[config.mk]
export PLATFORM = sky130hd
export DESIGN_NAME = stream_mux_arb
export DESIGN_NICKNAME = d
export VERILOG_FILES = /design/src/rtl/stream_mux_arb.sv
export SDC_FILE = /design/constraint.sdc
export NUM_CORES = 1
export LEC_CHECK = 0
export ABC_CLOCK_PERIOD_IN_PS = 3200
export CORE_MARGIN = 2
export CORE_UTILIZATION = 36
export DETAILED_ROUTE_END_ITERATION = 10
export PLACE_DENSITY = 0.85
export SLEW_MARGIN = 10
export SYNTH_ARGS = -nofsm -noshare
export SYNTH_HDL_FRONTEND = slang
export SYNTH_SLANG_ARGS = --single-unit
[constraint.sdc]
create_clock -name clk -period 3.2 [get_ports clk]
set_input_delay 0.8 -clock clk [delete_from_list [all_inputs] [get_ports clk]]
set_output_delay 0.8 -clock clk [all_outputs]
set_load 0.01 [all_outputs]
[src/rtl/stream_mux_arb.sv]
// stream_mux_arb: N-input valid/ready stream multiplexer with a single
// registered output beat. Channel selection is either directed by 'sel'
// (mode=0) or round-robin among requesting channels (mode=1).
module stream_mux_arb #(
  parameter int WIDTH = 32,
  parameter int N     = 4,
  parameter int SELW  = (N > 1) ? $clog2(N) : 1
) (
  input  logic               clk,
  input  logic               rst_n,
  input  logic               mode,
  input  logic [SELW-1:0]    sel,
  input  logic [N-1:0]       in_valid,
  input  logic [N*WIDTH-1:0] in_data,
  output logic [N-1:0]       in_ready,
  output logic               out_valid,
  output logic [WIDTH-1:0]   out_data,
  output logic [SELW-1:0]    out_ch,
  input  logic               out_ready
);

  logic            can_load;
  logic            grant_valid;
  logic [SELW-1:0] grant_idx;
  logic [SELW-1:0] rr_idx;
  logic [SELW-1:0] last;

  // The output register may take a new beat when empty or being drained.
  // Holding rst_n low also blocks every grant so no channel sees ready
  // while the block is in reset.
  assign can_load = rst_n & (~out_valid | out_ready);

  // Pick at most one channel: the selected one in directed mode, or the
  // first requester after the last winner in round-robin mode.
  always_comb begin
    // NOTE: every signal written here gets a default first, otherwise
    // paths that skip an assignment would infer latches.
    grant_valid = 1'b0;
    grant_idx   = '0;
    rr_idx      = '0;
    if (can_load) begin
      if (!mode) begin
        // A select beyond the last channel never grants.
        if ((int'(sel) < N) && in_valid[sel]) begin
          grant_valid = 1'b1;
          grant_idx   = sel;
        end
      end else begin
        for (int k = 1; k <= N; k++) begin
          rr_idx = SELW'((int'(last) + k) % N);
          if (!grant_valid && in_valid[rr_idx]) begin
            grant_valid = 1'b1;
            grant_idx   = rr_idx;
          end
        end
      end
    end
  end

  // Ready is one-hot on the granted channel, or all zero.
  always_comb begin
    in_ready = '0;
    if (grant_valid) begin
      in_ready[grant_idx] = 1'b1;
    end
  end

  // Output register and round-robin pointer; a grant always implies a
  // transfer because ready is only raised for a valid channel.
  always_ff @(posedge clk or negedge rst_n) begin
    if (!rst_n) begin
      // NOTE: the data/channel registers are reset too, so out_data and
      // out_ch read as zero after reset rather than holding stale values.
      out_valid <= 1'b0;
      out_data  <= '0;
      out_ch    <= '0;
      last      <= SELW'(N - 1);
    end else begin
      // NOTE: non-blocking assignments keep every register updating from
      // pre-edge values regardless of statement order.
      if (grant_valid) begin
        out_valid <= 1'b1;
        out_data  <= in_data[grant_idx*WIDTH +: WIDTH];
        out_ch    <= grant_idx;
        if (mode) begin
          last <= grant_idx;
        end
      end else if (out_ready) begin
        out_valid <= 1'b0;
      end
    end
  end

endmodule
==> metrics.md, run 1 <==
| Metric | Value |
|---|---|
| Worst-path clk slew | 0.07 ns |
| Combinational power share | 53.3% |
| Initial antenna violation count | 0 |
| Area of placed instances | 4470 µm² |
| Hold Vio Cnt, Final | 0 |
| Startpoint class of the critical path | input port |
| Num CTS Buffers | 5 |
| TritonCTS Sinks | 37 |
| Syn Area/Cell | 9.93 µm² |
| Yosys warns | 0 |
| Initial DRC count | 92 |
| Clk_lat worst skew | 0.28 ns |
| Area growth syn-to-layout | 79.8% |
| First-pass GRT wire length | 14.1 mm |
| Met3 Resource Use GR | 6.13% |
| Die ar. | 7780 µm² |
| WP data arrival | 2.30 ns |
| Period utilisation layout | 97.0% |
| Grt met2 use | 44.5% |
| Final Non-Filler Cells | 540 |
| Placed cells | 530 |
| Chip Height | 88.2 µm |
| Pwr dens | 484 nW/µm² |
| RR Endpoint | out_data[17] |
| Pleak | 2.12 nW |
| Nets | 582 |
| Finished Cell Area | 4590 µm² |
| Sequential power share | 32.8% |
| I/O pin cnt | 177 |
| Post-synth cell types | 37 |
| Crit. Startpoint | in_valid[3] |
| Asr flop ratio synth | 100% |
| Clock Power Share | 13.9% |
| Crit-path cells | dlygate4sd2_1 > a21boi_1 > a211oi_2 > buf_4 > o311ai_4 > buf_4 > buf_4 > nor2_1 > buf_2 |
| Final WS setup | 0.0975 ns |
| Crit path time final | 3.10 ns |
| RSZ-0062 raised after global routing | true |
| Routed length per instance | 17.2 µm |
| Critical Path RT | 2.40 ns |
| Fin util | 67.2% |
| Worst Tran Pin Value | 0.489 ns |
| Core box area | 6830 µm² |
| Relative slew slack | 67.4% |
| F_max | 322 MHz |
| Slew Viols, Final | 0 |
| GRT overflow | 0 |
| Number of synthesized flops with an enable pin | 0 |
| Routed WL | 9.26 mm |
| Switching Share | 34.8% |
| Via Count | 2814 |
| FF-to-FF Start | last[1] |
| Number of H-tree levels | 2 |
| Sw power | 0.000772 W |
| Pin count of the biggest net entering global routing | 38 |
| Met1 usage | 25.4% |
| Endpoints failing setup | 0 |
| GR peak layer | met2 |
| HPWL Detailed | 7.12 mm |
| Cell Area, Synth | 2550 µm² |
| Clock Path Buffers | 2 |
| Crit Path Max Fanout | 6 |
| Reg2reg setup slack | 0.37 ns |
| Critical path's largest stage delay | 0.30 ns |
| Max VDD drop | 0.249 mV |
| Hold crit path type | reg -> reg |
| CP Class | in -> out |
| Root Driver | clkbuf_8 |
| Fillers | 556 |
| ANT cells | 0 |
| Critical path capture point type | output pin |
| CP max stage cell | o311ai_4 |
| Routed Antenna Nets | 0 |
| Num rows | 30 |
| # port buffers | 176 |
| Most common cell in the netlist | mux2i_1 |
| TritonRoute pass-1 iters | 4 |
| Share of the synthesized area in the top cell type | 34.3% |
| Reg2reg path depth | 11 |
| Cell accounting for the most synthesized area | dfrtp_1 |
| Total power | 0.00222 W |
| Hold-fix buffers, CTS | 0 |
| #FFs+latches synth | 37 |
| Largest cells by area after synthesis | dfrtp_1 34%, mux2i_1 22%, o221ai_1 11% |
| Register area share after synthesis | 36.4% |
| Vias per inst | 5.21 |
| Outcome | finished clean |
| Most frequent CP cell | buf_4 |
| Main flop type after synthesis | dfrtp_1 |
| P_int | 0.00145 W |
| Initial Util | 37.4% |
| Layout cells sized above 1 | 13.7% |
| Vias in the first global route | 2964 |
| Remaining DRCs | 0 |
| Worst setup path endpoint | in_ready[2] |
| Post-synth net total | 395 |
| TritonCTS clock tree | built |
| Synth cell count leaders | 57 x mux2i_1, 37 x nand2_1, 35 x dfrtp_1 |
| Layout Skew | 0.00541 ns |
| Synth Instances | 257 |
| GRT Total Usage | 23.3% |
| Max-cap violation count | 0 |
| DIE WIDTH | 88.2 µm |
| Worst slack at placement | -0.711 ns |
| Routability cong. | 0.878 |
worst max-delay path, delay by kind of cell:
family	cells	cell delay [ns]
AO/OA/AOI/OAI	3	0.62
buffers and inverters	5	0.85
AND/OR/NAND/NOR	1	0.04
cells by family (layout without fill, tap and decap cells):
kind of cell / count (synthesis) / in the layout / synth area share, %
muxes: 59 / 59 / 23.2
and+or+nand+nor: 67 / 67 / 12.3
DFF: 37 / 37 / 36.4
AOI/OAI and AO/OA: 56 / 56 / 19.4
buffers and inverters: 38 / 225 / 8.73
per-stage QoR:
stage | hold slack (ns) | TNS, ns
2_1_floorplan | 0.504 | 0
3_3_place_gp | 0.459 | -12.44
3_5_place_dp | 0.470 | -14.94
4_1_cts | 0.488 | 0
5_1_grt | 0.518 | -0.0224
6_report | 0.484 | 0
registers in the layout, indices dropped and copies added (netlist names):
signal and cells:
last 2, out_ch 2, out_data 32, out_valid 1
layout by cell type (no fill, tap or decap), types with 2 or more instances in the layout:
master           count
o221ai_1            32
clkdlybuf4s50_1    166
o21ai_0              2
nor2_1              12
buf_12               2
inv_1               13
nand2_1             37
dlygate4sd2_1        2
dfstp_2              2
a31oi_1             11
dfrtp_1             35
o311ai_4             2
buf_2                4
nand3_2              2
nand2b_1             2
mux2i_1             57
buf_4               25
mux2_2               2
clkbuf_8             5
clkbuf_2             3
per-layer routing:
metal / vias up / wire length (µm)
li1: 1325 / -
met1: 1358 / 3450
met2: 123 / 4870
met3: 8 / 854
met4: 0 / 87
met5: - / 0
power groups by stage:
stage / clock network [W] / logic, W / registers (W)
floorplan: 0 / 0.000490 / 0.000779
global placement: 0 / 0.00114 / 0.000724
detailed placement: 0 / 0.00117 / 0.000733
CTS: 0.000324 / 0.00120 / 0.000726
global route: 0.000341 / 0.00127 / 0.000747
finish: 0.000308 / 0.00118 / 0.000728
how the worst min path moves through the flow:
stage	endpoint	slack [ns]	cells after the start	startpoint
floorplan	out_ch[0]	0.50	0	rst_n
global placement	out_ch[0]	0.46	2	out_ch[0]
detailed placement	out_ch[1]	0.47	2	out_ch[1]
CTS	out_ch[1]	0.49	2	out_ch[1]
global route	out_data[29]	0.52	2	out_data[29]
finish	out_ch[1]	0.48	2	out_ch[1]
timing repair:
| action | in CTS | in global routing |
|---|---|---|
| setup buffers | 3 | 0 |
| gates resized for setup | 33 | 6 |
| pin swaps | 5 | 1 |
| setup endpoints to repair | 36 | 10 |
| hold endpoints to repair | 0 | 0 |
layout make-up:
| cell class | count | area [µm²] | area share, % |
|---|---|---|---|
| repair buffers | 204 | 1960 | 42.8 |
| well taps | 96 | 120 | 2.62 |
| flip-flops and latches | 37 | 928 | 20.2 |
| clock inverters | 1 | 5.00 | 0.109 |
| inverters | 14 | 52.6 | 1.15 |
| multi-input cells | 182 | 1450 | 31.5 |
| clock buffers | 6 | 72.6 | 1.58 |
Note: power is estimated with default switching activity, not from simulation.
==> inputs of run 2 (changes only) <==
--- a/config.mk
+++ b/config.mk
@@ -6,7 +6,7 @@
 export NUM_CORES = 1
 export LEC_CHECK = 0
 export ABC_CLOCK_PERIOD_IN_PS = 3200
-export CORE_MARGIN = 2
+export CORE_MARGIN = 1
 export CORE_UTILIZATION = 36
 export DETAILED_ROUTE_END_ITERATION = 10
 export PLACE_DENSITY = 0.85
==> metrics.md, run 2 (synthesis gave the netlist of run 1 again) <==
| Metric | Value |
|---|---|
| DIE WIDTH | 86.2 µm |
| HPWL Detailed | 6.81 mm |
| Vias per inst | 5.17 |
| Most flops, register | out_data |
| Critical path capture point type | output pin |
| Pin count of the biggest net entering global routing | 38 |
| Routed WL | 8.87 mm |
| Routability cong. | 0.842 |
| Switching Share | 33.8% |
| Hold-fix buffers, CTS | 0 |
| CP Class | in -> out |
| Final WS setup | 0.0780 ns |
| Grt met2 use | 45.6% |
| Outcome | finished clean |
| P_int | 0.00153 W |
| Slew Viols, Final | 0 |
| Hold WS | 0.485 ns |
| Initial DRC count | 121 |
| Initial Util | 37.4% |
| Final Non-Filler Cells | 536 |
| Top Registers | out_data: 32 flops, last: 2 flops, out_ch: 2 flops |
| Met1 usage | 28.5% |
| Crit Path Max Fanout | 7 |
| Relative slew slack | 68.4% |
| GRT Total Usage | 24.5% |
| Worst Tran Pin Value | 0.473 ns |
| Hold Path End | out_data[6] |
| Worst slack at placement | -0.606 ns |
| First-pass GRT wire length | 14.2 mm |
| Clock Power Share | 17.9% |
| Area growth syn-to-layout | 79.6% |
| Routed length per instance | 16.5 µm |
| Min-delay src | out_data[6] |
| Layout Skew | 0.0158 ns |
| Die ar. | 7430 µm² |
| Sequential power share | 31.5% |
| Period utilisation layout | 97.6% |
| Via Count | 2772 |
| Critical Path RT | 2.40 ns |
| # port buffers | 176 |
| GRT overflow | 0 |
| Clock Path Buffers | 2 |
| GR peak layer | met2 |
| Sw power | 0.000780 W |
| WP data arrival | 2.32 ns |
| Startpoint class of the critical path | input port |
| Commonest non-fill, non-tap cell in the layout | clkdlybuf4s50_1 |
| Hold depth | 2 |
| ANT cells | 0 |
| Endpoints failing setup | 0 |
| Layout cells sized above 1 | 12.7% |
| F_max | 320 MHz |
| Hold crit path type | reg -> reg |
| Chip Height | 86.2 µm |
| Vias in the first global route | 2894 |
| Hold Vio Cnt, Final | 0 |
| TritonCTS clock tree | built |
| Pwr dens | 503 nW/µm² |
| FF-to-FF Start | last[1] |
| Max VDD drop | 0.285 mV |
| Fin util | 67.1% |
| Num rows | 30 |
| Placed cells | 526 |
| Met3 Resource Use GR | 5.90% |
| Number of H-tree levels | 2 |
| RR Endpoint | out_data[10] |
| Root Driver | clkbuf_8 |
| RSZ-0062 raised after global routing | false |
| Routed Antenna Nets | 0 |
| Pleak | 2.10 nW |
| Core box area | 6830 µm² |
| Reg2reg setup slack | 0.80 ns |
| Num CTS Buffers | 5 |
| Remaining DRCs | 0 |
| Max-cap violation count | 0 |
| Nets | 577 |
| Initial antenna violation count | 0 |
| Clk_lat worst skew | 0.30 ns |
| Crit path time final | 3.12 ns |
| Max FFs per register | 32 |
| Worst-path clk slew | 0.07 ns |
| Most frequent cells in the layout | 166 x clkdlybuf4s50_1, 57 x mux2i_1, 37 x nand2_1 |
| I/O pin cnt | 177 |
| TritonCTS Sinks | 37 |
| Combinational power share | 50.6% |
| Reg2reg path depth | 9 |
| TritonRoute pass-1 iters | 4 |
## run 2: cell types whose count changed in the layout (fill, tap and decap cells not counted), sizes merged
cell and delta:
buf -7, clkdlybuf4s15 +2, inv +1, bufinv +1
clkbuf -1
## run 2: through the flow
| stage | total power (W) | instance area, µm² | setup TNS, ns |
|---|---|---|---|
| 2_1_floorplan | 0.00127 | 2550 | 0 |
| 3_3_place_gp | 0.00186 | 4440 | -13.25 |
| 3_5_place_dp | 0.00189 | 4440 | -14.48 |
| 4_1_cts | 0.00232 | 4580 | 0 |
| 5_1_grt | 0.00245 | 4580 | 0 |
| 6_report | 0.00231 | 4580 | 0 |
## run 2: final cells by class
cell class / count / area (µm²)
fill: 570 / 2250
timing repair buffer: 199 / 1920
multi-input combinational: 182 / 1450
sequential: 37 / 928
tap: 96 / 120
clock buffer: 5 / 68.8
inverter: 14 / 52.6
clock inverter: 3 / 43.8
## run 2: worst max-delay path, cell delays in order
cell and delay, ns:
clkdlybuf4s50_1 0.53, buf_4 0.18, o2111ai_2 0.13, o311ai_4 0.13, buf_6 0.17, nor2b_1 0.14, clkdlybuf4s15_1 0.25
## run 2: worst max-delay path by stage
stage          depth (start not counted)  slack (ns)   startpoint           to
6_report                               7        0.08         mode  in_ready[3]
5_1_grt                                8       0.001         mode  in_ready[0]
4_1_cts                                7       0.002  in_valid[1]  in_ready[3]
3_5_place_dp                           7       -0.61  in_valid[0]  in_ready[2]
3_3_place_gp                           7       -0.59  in_valid[2]  in_ready[1]
2_1_floorplan                          8        0.12  in_valid[2]  in_ready[0]
## run 2: timing repair
action / 4_1_cts / 5_1_grt
gates cloned: 0 / 0
setup buffers: 2 / 0
pin swaps: 1 / 4
resized for setup: 20 / 14
endpoints found under the setup margin: 35 / 4
## run 2: routing by layer
layer  wire, µm  vias up
met5          0        -
met4         78        0
met3        686        9
met2       4570      113
met1       3530     1330
li1           -     1320
## run 2: power by group through the flow
stage | Clock [W] | Combinational, W | Sequential (W)
detailed placement | 0 | 0.00116 | 0.000728
finish | 0.000412 | 0.00117 | 0.000727
global placement | 0 | 0.00114 | 0.000722
floorplan | 0 | 0.000490 | 0.000779
CTS | 0.000422 | 0.00117 | 0.000723
global route | 0.000445 | 0.00126 | 0.000747
